<file path="config.mk">
export PLATFORM = sky130hd
export DESIGN_NAME = bus_arbiter
export DESIGN_NICKNAME = d
export VERILOG_FILES = /design/src/rtl/bus_arbiter.sv
export SDC_FILE = /design/constraint.sdc
export NUM_CORES = 1
export LEC_CHECK = 0
export CAP_MARGIN = 10
export CORE_MARGIN = 2
export CORE_UTILIZATION = 55
export CTS_BUF_LIST = sky130_fd_sc_hd__clkbuf_8
export CTS_CLUSTER_SIZE = 8
export DETAILED_ROUTE_END_ITERATION = 10
export MAX_ROUTING_LAYER = met4
export PLACE_DENSITY = 0.91
export SLEW_MARGIN = 10
export SYNTH_ARGS = -nofsm -noshare
export SYNTH_HDL_FRONTEND = slang
export SYNTH_SLANG_ARGS = --single-unit
</file>
<file path="constraint.sdc">
create_clock -name clk -period 3.4 [get_ports clk]
set_input_delay 0.68 -clock clk [delete_from_list [all_inputs] [get_ports clk]]
set_output_delay 0.68 -clock clk [all_outputs]
set_load 0.01 [all_outputs]
</file>
<file path="src/rtl/bus_arbiter.sv">
// bus_arbiter: round-robin owner arbiter for the shared memory/snoop bus.
// Grants one cache at a time and holds the grant until that cache drops req.
// One turnaround cycle follows every ownership. A watchdog revokes a grant
// held for TIMEOUT cycles, and the revoked cache is then skipped once.
//
// Ports:
//   clk       rising-edge clock
//   reset     asynchronous active-low reset (0 = reset)
//   req       per-cache level request, held for the whole transaction
//   gnt       one-hot registered grant; all-zero when the bus has no owner
//   gnt_id    index of the current owner; holds the last owner when gnt == 0
//   bus_busy  high while any gnt bit is set
//   timeout   one-cycle pulse when the watchdog revokes a grant
//   err_id    index of the owner that was last revoked; held until the next timeout
module bus_arbiter #(
    parameter int unsigned N_CACHE = 4,
    parameter int unsigned ID_W    = 2,
    parameter int unsigned TIMEOUT = 64,
    parameter int unsigned CNT_W   = 7
) (
    input  logic               clk,
    input  logic               reset,
    input  logic [N_CACHE-1:0] req,
    output logic [N_CACHE-1:0] gnt,
    output logic [ID_W-1:0]    gnt_id,
    output logic               bus_busy,
    output logic               timeout,
    output logic [ID_W-1:0]    err_id
);

    localparam int unsigned IDX_W = $clog2(N_CACHE);

    typedef enum logic [1:0] {
        ST_IDLE = 2'd0,
        ST_OWN  = 2'd1,
        ST_GAP  = 2'd2
    } state_e;

    state_e             state_q, state_d;
    logic [N_CACHE-1:0] gnt_q, gnt_d;
    logic [ID_W-1:0]    gnt_id_q, gnt_id_d;
    logic               bus_busy_q, bus_busy_d;
    logic               timeout_q, timeout_d;
    logic [ID_W-1:0]    err_id_q, err_id_d;
    logic [ID_W-1:0]    ptr_q, ptr_d;
    logic [CNT_W-1:0]   cnt_q, cnt_d;
    logic [N_CACHE-1:0] mask_q, mask_d;

    logic [N_CACHE-1:0] cand;
    logic               pick_found;
    logic [ID_W-1:0]    pick_id;
    logic [31:0]        scan_idx;

    // Round-robin search over unmasked requests, starting at ptr and wrapping.
    always_comb begin
        cand       = req & ~mask_q;
        pick_found = 1'b0;
        pick_id    = '0;
        scan_idx   = '0;
        for (int unsigned i = 0; i < N_CACHE; i++) begin
            scan_idx = 32'(ptr_q) + i;
            if (scan_idx >= N_CACHE) begin
                scan_idx = scan_idx - N_CACHE;
            end
            if (!pick_found && cand[IDX_W'(scan_idx)]) begin
                pick_found = 1'b1;
                pick_id    = ID_W'(scan_idx);
            end
        end
    end

    // Next-state and registered-output logic.
    always_comb begin
        state_d   = state_q;
        gnt_d     = gnt_q;
        gnt_id_d  = gnt_id_q;
        timeout_d = 1'b0;
        err_id_d  = err_id_q;
        ptr_d     = ptr_q;
        cnt_d     = cnt_q;
        mask_d    = mask_q;

        unique case (state_q)
            ST_IDLE: begin
                if (pick_found) begin
                    gnt_d               = '0;
                    gnt_d[IDX_W'(pick_id)] = 1'b1;
                    gnt_id_d            = pick_id;
                    state_d             = ST_OWN;
                    cnt_d               = '0;
                    mask_d              = '0;
                    if (32'(pick_id) == N_CACHE - 1) begin
                        ptr_d = '0;
                    end else begin
                        ptr_d = ID_W'(32'(pick_id) + 32'd1);
                    end
                end else begin
                    // Only masked requesters (or none): lift the mask so they compete next cycle.
                    mask_d = '0;
                end
            end
            ST_OWN: begin
                cnt_d = cnt_q + CNT_W'(1);
                // A release on the watchdog cycle wins over the timeout.
                if (!req[IDX_W'(gnt_id_q)]) begin
                    gnt_d   = '0;
                    state_d = ST_GAP;
                end else if (cnt_q == CNT_W'(TIMEOUT - 1)) begin
                    gnt_d                      = '0;
                    timeout_d                  = 1'b1;
                    err_id_d                   = gnt_id_q;
                    mask_d[IDX_W'(gnt_id_q)]   = 1'b1;
                    state_d                    = ST_GAP;
                end
            end
            ST_GAP: begin
                state_d = ST_IDLE;
            end
            default: begin
                state_d = ST_IDLE;
                gnt_d   = '0;
            end
        endcase

        bus_busy_d = |gnt_d;
    end

    always_ff @(posedge clk or negedge reset) begin
        if (!reset) begin
            state_q    <= ST_IDLE;
            gnt_q      <= '0;
            gnt_id_q   <= '0;
            bus_busy_q <= 1'b0;
            timeout_q  <= 1'b0;
            err_id_q   <= '0;
            ptr_q      <= '0;
            cnt_q      <= '0;
            mask_q     <= '0;
        end else begin
            state_q    <= state_d;
            gnt_q      <= gnt_d;
            gnt_id_q   <= gnt_id_d;
            bus_busy_q <= bus_busy_d;
            timeout_q  <= timeout_d;
            err_id_q   <= err_id_d;
            ptr_q      <= ptr_d;
            cnt_q      <= cnt_d;
            mask_q     <= mask_d;
        end
    end

    assign gnt      = gnt_q;
    assign gnt_id   = gnt_id_q;
    assign bus_busy = bus_busy_q;
    assign timeout  = timeout_q;
    assign err_id   = err_id_q;

endmodule
</file>
After elaboration in Yosys (flattened, before gate mapping):

Cells that the tools add are included.

* output and inout bits: 10
* logic and storage cells: 100
* register bits: 25

* $lt $le $gt $ge: 12
* add/sub/neg operators: 9
* bitwise gates (word level): 3
* reductions and logical operators: 16
* eq/ne operators: 8
* mux-type cells: 43

Operator list (number)
* $mux W2: 12
* $mux W4: 5
* $lt A2 B3 Y1 const B: 6
* $mux W1: 14
* $pmux W7 S2: 1
* $pmux W4 S3: 1
* $bmux W1 S2: 5
* $ge A3 B3 Y1 const B: 3
* $pmux W4 S2: 1
* $sub A2 B1 Y2 const B: 4
* $add A7 B1 Y7 const B: 1
* $eq A7 B6 Y1 const B: 1
* $mux W7: 1
* $add A2 B2 Y3 const B: 2
* $ne A2 B2 Y1 const B: 3
* $reduce_and A2 Y1: 3
* $reduce_and A3 Y1: 2
* $logic_and A1 B1 Y1: 5
* $and A4 B4 Y4: 1
* $demux W1 S2: 2
* $eq A2 B2 Y1 const B: 2
* $ge A2 B1 Y1 const B: 2
* $not A4 Y4: 1
* $or A4 B4 Y4: 1
* 10 further kinds: 12

Depth between registers and ports, before layout:

* depth in word-level cells: 21
* mapped depth: 8

Worst setup path before layout:

Ideal clock, no wire load.

* kind: in2reg
* start: input req[1]
* end: register bus_busy_q (netlist: bus_busy)
* buffers on the path: 0
* data required time: 3.265 ns
* data arrival time: 2.171 ns
* stages on the path: 8
* path slack: 1.094 ns
* path through: nor2b_1 > o22ai_1 > o21ai_0 > nand3_1 > ha_1 > nor4_1 > mux2_2 > o22ai_1

* word-level cells in the longest chain between the ends: 20

Ends and longest elaborated chain
* start, declared: RTL line 23 `input logic [N_CACHE-1:0] req,`
* $and A4 B4 Y4: RTL line 56 `cand = req & ~mask_q;`
* $bmux W1 S2: RTL line 65 `if (!pick_found && cand[IDX_W'(scan_idx)]) begin`
* $mux W1 (implied by the code): RTL line 65
* $mux W1: RTL line 65
* $logic_not A1 Y1: RTL line 65
* $logic_and A1 B1 Y1: RTL line 65
* $mux W1: RTL line 65
* $logic_not A1 Y1: RTL line 65
* (+5 left out)
* $lt A2 B3 Y1 (implied by the code) / $ge A2 B1 Y1 (equally long branches): RTL line 87 `gnt_d[IDX_W'(pick_id)] = 1'b1;`
* $logic_and A1 B1 Y1 (implied by the code): RTL line 87
* $mux W1 (implied by the code): RTL line 87
* $demux W1 S2: RTL line 87
* $mux W4: RTL line 85 `if (pick_found) begin`
* $pmux W4 S3 *: RTL line 83 `unique case (state_q)`
* $reduce_or A4 Y1 *: RTL line 125 `bus_busy_d = |gnt_d;`
* via bus_busy_d: RTL line 42 `logic bus_busy_q, bus_busy_d;`
* end signal, assigned: RTL line 143 `bus_busy_q <= bus_busy_d;`
* end, declared: RTL line 42

Mark *: on every way through the listed nets, which the timed path passes. The rest lies on a longest branch. The select of a mux whose other input is x is not followed.
A chain may end at the register's enable or synchronous reset.

Worst setup path after layout:

Same ends and word-level chain as after synthesis.

==> results.toml <==
[worst_hold_path]
worstHoldStart = "err_id[0]"
hold_depth = 1
worst_hold_path.endpoint = "err_id[0]"
worstHoldPathType = "flop to flop"

[timing]
fmax_mhz = 353
fin_hold_ws_ns = 0.525
slew_violations = 0
finClkSkew_ns = 0.00512
worst_slew_pin_slew_ns = 0.537
hold_viol = 0
rsz0062_at_grt = "false"
final.min_clock_period_ns = 2.83
fin_setup_tns_ns = 0
setup_viol = 0
min_period_over_period = 0.834
relSlewSlack = 0.641

[run_status]
status = "completed"

[cts]
cts_buffer_depth = 2
cts.sinks = 25
cts_setup_buffers = 0
numCtsBuffers = 3
clkLatencyLatePin_ns = 0.26
h-tree-depth = 1
cts_resized = 0
cts_root_buf = "clkbuf_8"
cts_tree = "done"
hold_buffers = 0
clkTransAtPathRegs_ns = 0.09

[synthesis]
syn_nets = 135
ys_ff_latch = 25
syn_avg_cell_area_um2 = 10.9
synth.distinct_cells = 42
synth-edff-count = 0
syn-instance-count = 124
synth_ff_type = "dfrtp_1"
async_flop_share = 1.00
yosysSeqAreaShare = 0.461
synth_warnings = 0
syn-cell-area_um2 = 1360

[grt]
antenna_found_initial = 0
overflow = 0
grt_pass1_vias = 1016
track_usage = 0.222
grt_pass1_wl_um = 4440
grt_max_degree = 26

[power_and_ir_drop]
peakVddDrop_v = 0.000494
p_per_area_nw_per_um2 = 724
p_leak_nw = 0.732
report.power.total_mw = 1.14

[cells_and_area]
final_util = 0.655
antenna_cells = 0
fill_cells = 194
drive_above_1_share = 0.128
area_growth_pct = 16.3
nNetsFinal = 153

[critical_path]
cp_slowest_cell = "clkdlybuf4s50_1"
r2r_end = "bus_busy"
rr_startpoint = "mask_q[1]"
crit_path_cell_trace = "clkdlybuf4s50_1 -> nor2b_1 -> o22ai_1 -> o21ai_0 -> nand3_1 -> ha_1 -> nor4_1 -> mux2_2 -> o22ai_1"
end_kind = "flop"
r2r_setup_slack_ns = 1.09
worst-path-max-fanout = 4
worst-path-buf-inv = 1
setup.worst_path.start_class = "primary input"
cp.arrival_ns = 2.97
reg2reg_depth = 8
cpMostUsedCell = "o22ai_1"
worstPathRequired_ns = 3.54
path_class = "primary input to flop"
crit_family = "simple AND/OR/NAND/NOR gates"
cpPeakStageDelay_ns = 0.49

[detailed_routing]
antenna_left = 0
drtPass1Iterations = 4
wl_um = 2830
routedWlPerCell_um = 16.5
vias = 1069
drc = 0
vias_per_cell = 6.25
drtIter0Drc = 20

[floorplan]
rows = 18
initial_core_util = 0.563
io-pin-count = 16
die_h_um = 53.7
die-area_um2 = 2880
coreArea_um2 = 2410
die_x_um = 53.7

[job]
cap_violations = 0

[placed_design]
hpwl_um = 2040
finalWeightedCongestion = 0.823
port_buffers = 15
==> flip-flops by register name, indices dropped and copies added, names as in the netlist <==
name / count
cnt_q: 7
gnt: 4
mask_q: 4
err_id: 2
gnt_id: 2
ptr_q: 2
state_q: 2
bus_busy: 1
timeout: 1
==> Yosys cell counts (2+ instances only) <==
| master | number | share of area |
|---|---|---|
| nor2_1 | 2 | 0.0055 |
| a21oi_1 | 5 | 0.018 |
| mux2_2 | 3 | 0.025 |
| nor2b_1 | 7 | 0.032 |
| clkbuf_1 | 2 | 0.0055 |
| inv_1 | 5 | 0.014 |
| nand2_1 | 10 | 0.028 |
| a32o_2 | 2 | 0.017 |
| o22ai_1 | 3 | 0.014 |
| a22o_2 | 2 | 0.015 |
| and3_1 | 3 | 0.014 |
| a211o_1 | 2 | 0.013 |
| o21ai_0 | 7 | 0.026 |
| dfrtp_1 | 25 | 0.46 |
| nor4_1 | 3 | 0.014 |
| nand2b_1 | 6 | 0.028 |
| nand3_1 | 5 | 0.018 |
| a22o_1 | 2 | 0.013 |
| ha_1 | 5 | 0.046 |
| mux2i_1 | 3 | 0.022 |
==> cell usage in the layout, fill, tap and decap left out, types with 2 or more instances in the layout <==
cell and n:
dfrtp_1 25, clkdlybuf4s50_1 15, nand2_1 10, nor2b_1 7, o21ai_0 7, nand2b_1 6, inv_1 6, nand3_1 5
a21oi_1 5, ha_1 5, o22ai_1 3, mux2i_1 3, nor4_1 3, mux2_2 3, and3_1 3, clkbuf_8 3
a32o_2 2, nor2_1 2, a22o_2 2, a211o_1 2, a22o_1 2
==> cells by family after synthesis <==
| kind of cell | count (synthesis) | share of synthesized area |
|---|---|---|
| AND/OR/NAND/NOR | 44 | 0.183 |
| adder cells (fa/ha/maj) | 5 | 0.0461 |
| multiplexers | 8 | 0.0746 |
| flip-flops | 25 | 0.461 |
| AO/OA/AOI/OAI | 33 | 0.201 |
| buffers and inverters | 8 | 0.0277 |
| XOR/XNOR | 1 | 0.00645 |
==> layout make-up <==
class	count	area [um2]	share of cell area
Inverter	5	18.8	0.0119
Sequential cell	25	626	0.396
Clock buffer	3	41.3	0.0261
Multi-Input combinational cell	91	694	0.440
Tap cell	30	37.5	0.0238
Timing Repair Buffer	16	158	0.0998
Clock inverter	1	3.75	0.00238
==> where the power goes <==
group          switching [mW]  total, mW  internal (mW)  leakage [nW]
Sequential              0.105      0.477          0.372         0.326
Clock                  0.0896      0.170         0.0807        0.0269
Combinational           0.247      0.496          0.248         0.379
==> worst max path at each step <==
stage	cells after the start	endpoint	start	slack, ns
after floorplan	8	bus_busy	req[1]	1.09
final	9	bus_busy	req[1]	0.57
after CTS	9	bus_busy	req[1]	0.57
after detailed placement	9	bus_busy	req[1]	0.29
after global placement	9	bus_busy	req[1]	0.46
after global routing	9	bus_busy	req[1]	0.40
==> metrics by stage <==
step | cells | setup WS [ns] | instance area, um2
6_report | 171 | 0.566 | 1580
5_1_grt | 171 | 0.397 | 1580
4_1_cts | 171 | 0.574 | 1580
3_5_place_dp | 167 | 0.294 | 1530
3_3_place_gp | 167 | 0.455 | 1530
2_1_floorplan | 124 | 1.09 | 1360
==> per-layer routing <==
metal,routed length (um),part of all wire,vias to the layer above,track usage
met3,90,0.032,8,0.0361
met4,65,0.023,0,0.124
met5,0,0,-,-
met2,1370,0.48,23,0.356
met1,1300,0.46,539,0.264
li1,-,-,499,-
(Power assumes the default switching activity.)
